$ cat src/rtl/dcache_wb_2way.sv
// Two-way set-associative, write-back, write-allocate data cache for the MEM stage.
// Misses evict through WRITEBACK (dirty victim only) then REFILL over a line-wide memory port.
module dcache_wb_2way #(
  parameter int WORD_SIZE  = 32,
  parameter int LINE_WORDS = 4,
  parameter int NUM_SETS   = 4
) (
  input  logic                             clk,
  input  logic                             rst,
  input  logic [WORD_SIZE-1:0]             A,
  input  logic                             ReadEnable,
  input  logic                             WriteEnable,
  input  logic                             WriteByte,
  input  logic [WORD_SIZE-1:0]             WData,
  output logic [WORD_SIZE-1:0]             Value,
  output logic                             CacheStall,
  output logic [WORD_SIZE-1:0]             AMem,
  output logic                             MemRead,
  output logic                             MemWrite,
  output logic [LINE_WORDS*WORD_SIZE-1:0]  MemWLine,
  input  logic [LINE_WORDS*WORD_SIZE-1:0]  MemLine,
  input  logic                             MemReady,
  output logic [1:0]                       o_dbg_state
);
  localparam int OB = $clog2(LINE_WORDS * WORD_SIZE / 8);
  localparam int IB = $clog2(NUM_SETS);
  localparam int TW = WORD_SIZE - OB - IB;
  localparam int WB = $clog2(LINE_WORDS);
  localparam int LW = LINE_WORDS * WORD_SIZE;

  typedef enum logic [1:0] {S_IDLE = 2'd0, S_WRITEBACK = 2'd1, S_REFILL = 2'd2} state_t;

  state_t              r_state, w_next;
  logic [TW-1:0]       r_tag   [2][NUM_SETS];
  logic [LW-1:0]       r_data  [2][NUM_SETS];
  logic [NUM_SETS-1:0] r_valid [2];
  logic [NUM_SETS-1:0] r_dirty [2];
  logic [NUM_SETS-1:0] r_lru;
  logic                r_vway;
  logic [WORD_SIZE-1:0] r_value;

  logic [TW-1:0]        w_tag;
  logic [IB-1:0]        w_idx;
  logic [WB-1:0]        w_wsel;
  logic [1:0]           w_bsel;
  logic                 w_req, w_hit0, w_hit1, w_hit, w_hway, w_vway;
  logic [LW-1:0]        w_line, w_new_line;
  logic [WORD_SIZE-1:0] w_word, w_new_word;

  assign w_tag  = A[WORD_SIZE-1 -: TW];
  assign w_idx  = A[OB +: IB];
  assign w_wsel = A[2 +: WB];
  assign w_bsel = A[1:0];
  assign w_req  = ReadEnable | WriteEnable;
  assign w_hit0 = r_valid[0][w_idx] && (r_tag[0][w_idx] == w_tag);
  assign w_hit1 = r_valid[1][w_idx] && (r_tag[1][w_idx] == w_tag);
  assign w_hit  = w_hit0 | w_hit1;
  assign w_hway = w_hit1;
  assign w_line = r_data[w_hway][w_idx];
  assign w_word = w_line[int'(w_wsel)*WORD_SIZE +: WORD_SIZE];

  // Fill an invalid way first (way0 before way1); otherwise evict the LRU way.
  assign w_vway = !r_valid[0][w_idx] ? 1'b0 :
                  !r_valid[1][w_idx] ? 1'b1 : r_lru[w_idx];

  always_comb begin
    w_new_word = WData;
    if (WriteByte) begin
      w_new_word = w_word;
      w_new_word[int'(w_bsel)*8 +: 8] = WData[7:0];
    end
    w_new_line = w_line;
    w_new_line[int'(w_wsel)*WORD_SIZE +: WORD_SIZE] = w_new_word;
  end

  always_comb begin
    w_next     = r_state;
    CacheStall = 1'b0;
    MemRead    = 1'b0;
    MemWrite   = 1'b0;
    AMem       = '0;
    MemWLine   = '0;
    Value      = r_value;
    case (r_state)
      S_IDLE: begin
        if (w_req && w_hit) begin
          Value = w_word;
        end else if (w_req) begin
          CacheStall = 1'b1;
          if (r_valid[w_vway][w_idx] && r_dirty[w_vway][w_idx]) w_next = S_WRITEBACK;
          else                                                  w_next = S_REFILL;
        end
      end
      S_WRITEBACK: begin
        CacheStall = 1'b1;
        MemWrite   = 1'b1;
        AMem       = {r_tag[r_vway][w_idx], w_idx, {OB{1'b0}}};
        MemWLine   = r_data[r_vway][w_idx];
        if (MemReady) w_next = S_REFILL;
      end
      S_REFILL: begin
        CacheStall = 1'b1;
        MemRead    = 1'b1;
        AMem       = {w_tag, w_idx, {OB{1'b0}}};
        if (MemReady) w_next = S_IDLE;
      end
      default: w_next = S_IDLE;
    endcase
  end

  // Line data is not reset: valid bits gate every use of it.
  always_ff @(posedge clk) begin
    if (rst) begin
      r_state  <= S_IDLE;
      r_valid[0] <= '0;
      r_valid[1] <= '0;
      r_dirty[0] <= '0;
      r_dirty[1] <= '0;
      r_lru    <= '0;
      r_vway   <= 1'b0;
      r_value  <= '0;
    end else begin
      r_state <= w_next;
      case (r_state)
        S_IDLE: begin
          if (w_req && w_hit) begin
            r_value      <= w_word;
            r_lru[w_idx] <= ~w_hway;
            if (WriteEnable) begin
              r_data[w_hway][w_idx]  <= w_new_line;
              r_dirty[w_hway][w_idx] <= 1'b1;
            end
          end else if (w_req) begin
            r_vway <= w_vway;
          end
        end
        S_WRITEBACK: begin
          if (MemReady) r_dirty[r_vway][w_idx] <= 1'b0;
        end
        S_REFILL: begin
          if (MemReady) begin
            r_data[r_vway][w_idx]  <= MemLine;
            r_tag[r_vway][w_idx]   <= w_tag;
            r_valid[r_vway][w_idx] <= 1'b1;
            r_dirty[r_vway][w_idx] <= 1'b0;
          end
        end
        default: ;
      endcase
    end
  end

  assign o_dbg_state = r_state;
endmodule

$ cat config.mk
export PLATFORM = sky130hd
export DESIGN_NAME = dcache_wb_2way
export DESIGN_NICKNAME = d
export VERILOG_FILES = /design/src/rtl/dcache_wb_2way.sv
export SDC_FILE = /design/constraint.sdc
export NUM_CORES = 2
export LEC_CHECK = 0
export CORE_MARGIN = 4
export CORE_UTILIZATION = 55
export DETAILED_ROUTE_END_ITERATION = 7
export GPL_TIMING_DRIVEN = 0
export PLACE_DENSITY = 0.75
export RECOVER_POWER = 50
export SYNTH_ARGS = -nofsm -noshare
export SYNTH_HDL_FRONTEND = slang
export SYNTH_SLANG_ARGS = --single-unit
$ cat constraint.sdc
create_clock -name clk -period 15.1 [get_ports clk]
set_input_delay 3.02 -clock clk [delete_from_list [all_inputs] [get_ports clk]]
set_output_delay 3.02 -clock clk [all_outputs]
set_load 0.01 [all_outputs]
==> metrics <==
status=finished, violations left; failing checks=capacitance limit, slew limit; cell area power density=109.6 nW/um^2; Clock power frac=0.402; post-route ant nets=0; WS Path Type=in2out; unrepaired setup endpoints after global routing=false; final hold vios=0; DRC viols=0; CP Launch Type=input pin; Max Slew Vio Count=608; Final setup viols=0; switching part of the total power=0.2364; DIE HEIGHT=346.9 um; arrival time at the worst endpoint=roughly 11 ns; Non-Filler Instances=5803; area occupied by multi-input gates=around 24000 um^2; Int Power=between 6 and 7 mW; hpwl dp=between 150000 and 200000 um; largest net degree at the start of global routing=28; final global-route overflow total=0; Top Ports=395; Initial DRT Pass Iterations=8; Least-Margin Pin Slew=2.931 ns; number of setup buffers added after CTS=0; Post-synth EDFFs=1240; Mapped Avg Cell Area=~18 um^2; clk_skew=between 0.04 and 0.05 ns; most common flop cell mapped by yosys=edfxtp_1; clk root buf=clkbuf_16; H-tree levels=4; Static Leak=24.19 nW; Comb power frac=0.103; CP Max Fanout=10; Initial Util=0.5533; buffers added on ports=just under 400; Placeable Area=approximately 110000 um^2; Std-Cell Rows=124; slew margin rel.=-0.9613; synth warn=0; worst hold-check path type=reg2reg; #FFs+latches synth=~1300; setup slack at placement=2.403 ns; net switching power=between 1.5 and 2 mW; Critical Path Sink Type=primary output; share of layout cells above drive strength 1=0.2205; worst path required time=approximately 12 ns; antenna violations before repair=11; vias in the first global route=41600; GPL Wtd Cong=~1.0; hold_buf cts=0; setup slack after layout=1.199 ns; CTS tree=yes; Synth async-reset ratio=0; number of DRC markers in iteration 0=7730; post-layout util=0.6458; most frequent cells in the layout=edfxtp_1, mux4_2, clkdlybuf4s50_1; clock period minus worst slack=13.90 ns; cells after synthesis=around 3600; Placed Instances=roughly 5600; clk buf depth=3; vias per cell=about 7.3; GRT Util Overall=0.3658; Die Area=about 120000 um^2; Sequential Power Share=0.495; Seq/Total Area, Yosys=0.6046; Post-Syn Area=63180 um^2; Final period util=0.9206; commonest non-fill, non-tap cell in the layout=edfxtp_1; Area growth, synth to finish=16.72%; via count=about 42000; die width=approximately 350 um; post-cts sizing count=0; clk_lat worst skew=roughly 0.76 ns; clock sink count=~1300; Max Cap Viol=32; Yosys cell types=80; Num CTS Buffers=133; wire length after detailed routing=between 200000 and 250000 um; DR WL/cell=~39 um; Peak Freq=~70 MHz; Reg area=approximately 38000 um^2; NumNets Final=roughly 4400; global-route wire length before repair=just over 300000 um; fill cell count=just under 8000; Worst-path clk slew=about 0.06 ns; maximum vdd drop=0.00008290 V
-- cells by family (layout without fill, tap and decap cells) --
group / Yosys count / after routing / synth area share
other: 1 / 18 / 0.00005935
AO/OA/AOI/OAI: 423 / 423 / 0.05256
flip-flops: 1288 / 1288 / 0.6046
AND/OR/NAND/NOR: 589 / 589 / 0.05074
XOR/XNOR: 47 / 47 / 0.006634
adder cells (fa/ha/maj): 14 / 14 / 0.002772
multiplexers: 929 / 929 / 0.2604
buffers and inverters: 303 / 983 / 0.02230
-- final timing paths --
| check | start | to | slack (ns) | cells after the start |
|---|---|---|---|---|
| setup / recovery | A[5] | MemWLine[72] | 1.20 | 14 |
| hold / removal | r_valid[0][3] | r_valid[0][3] | 0.45 | 1 |
| setup reg to reg | r_tag[1][18] | r_data[1][179] | 4.85 | 12 |
| hold reg to reg | r_valid[0][3] | r_valid[0][3] | 0.45 | 1 |
-- synth_stat cells (all sizes together), types with 8 or more instances --
master,count,area [um^2]
a21o,8,60.06
mux2,60,743.2
and2,33,206.5
clkbuf,181,683.2
inv,13,48.79
mux2i,310,3103
and3,23,173.9
xnor2,45,401.6
o22a,129,1130
a21oi,28,140.1
dfxtp,48,960.9
nand2,88,330.3
edfxtp,1240,37240
a31oi,25,156.4
nand4,15,93.84
buf,105,644.4
a22oi,27,202.7
nor2b,161,1007
nor4,41,376.6
a221oi,8,70.07
o31ai,8,100.1
o22ai,42,262.8
nor2,179,691.9
o21ai,32,160.2
nand2b,8,52.55
ha,14,175.2
mux4,559,12610
nand3,14,70.07
o221ai,96,840.8
-- critical path, cell delays in order --
cell and delay [ns]:
buf_4 0.16, clkbuf_1 0.72, clkbuf_1 0.72, buf_4 0.36, clkbuf_1 0.75, clkbuf_1 0.82, buf_6 0.29, buf_6 0.20
clkbuf_1 0.98, clkbuf_1 1.07, mux4_2 0.40, mux2i_1 0.08, nor2b_1 0.58, clkdlybuf4s50_1 0.67
-- cell type report --
class / count / share of cell area
Tap cell: 1512 / 0.02565
Clock buffer: 176 / 0.04971
Timing Repair Buffer: 448 / 0.06088
Clock inverter: 56 / 0.007771
Multi-Input combinational cell: 2006 / 0.3191
Inverter: 14 / 0.0007126
Buffer: 289 / 0.01776
Antenna cell: 14 / 0.0004751
Sequential cell: 1288 / 0.5180
-- per-stage QoR --
step | hold WS [ns] | power (mW) | setup TNS [ns] | area (um^2)
floorplan | 0.4211 | 4.533 | 0 | 63190
detailed placement | 0.4386 | 4.888 | 0 | 70300
CTS | 0.4524 | 8.062 | 0 | 74540
global placement | 0.4296 | 4.875 | -4220.84 | 68960
finish | 0.4520 | 8.084 | 0 | 73750
global route | 0.4694 | 8.270 | 0 | 73710
-- routing by layer --
layer / share of wire / global-route usage / up-vias
li1: - / - / 16250
met1: 0.33 / 0.4793 / 21490
met2: 0.45 / 0.5445 / 3963
met3: 0.16 / 0.1313 / 729
met4: 0.065 / 0.1886 / 0
met5: 0 / 0 / -
-- power groups by stage --
stage | Combinational [mW] | Clock [mW] | Sequential (mW)
4_1_cts | 0.816 | 3.25 | 4.00
3_3_place_gp | 0.792 | 0 | 4.08
3_5_place_dp | 0.812 | 0 | 4.08
6_report | 0.836 | 3.25 | 4.00
5_1_grt | 0.854 | 3.42 | 4.00
2_1_floorplan | 0.457 | 0 | 4.08
-- flip-flops by register name, indices dropped and copies added (netlist names), named ones only --
| signal | flops |
|---|---|
| r_dirty | 8 |
| r_vway | 1 |
| r_tag | 208 |
| r_lru | 4 |
| o_dbg_state | 2 |
| r_value | 32 |
| r_data | 1024 |
| r_valid | 8 |
Note: power is estimated with default switching activity, not from simulation.
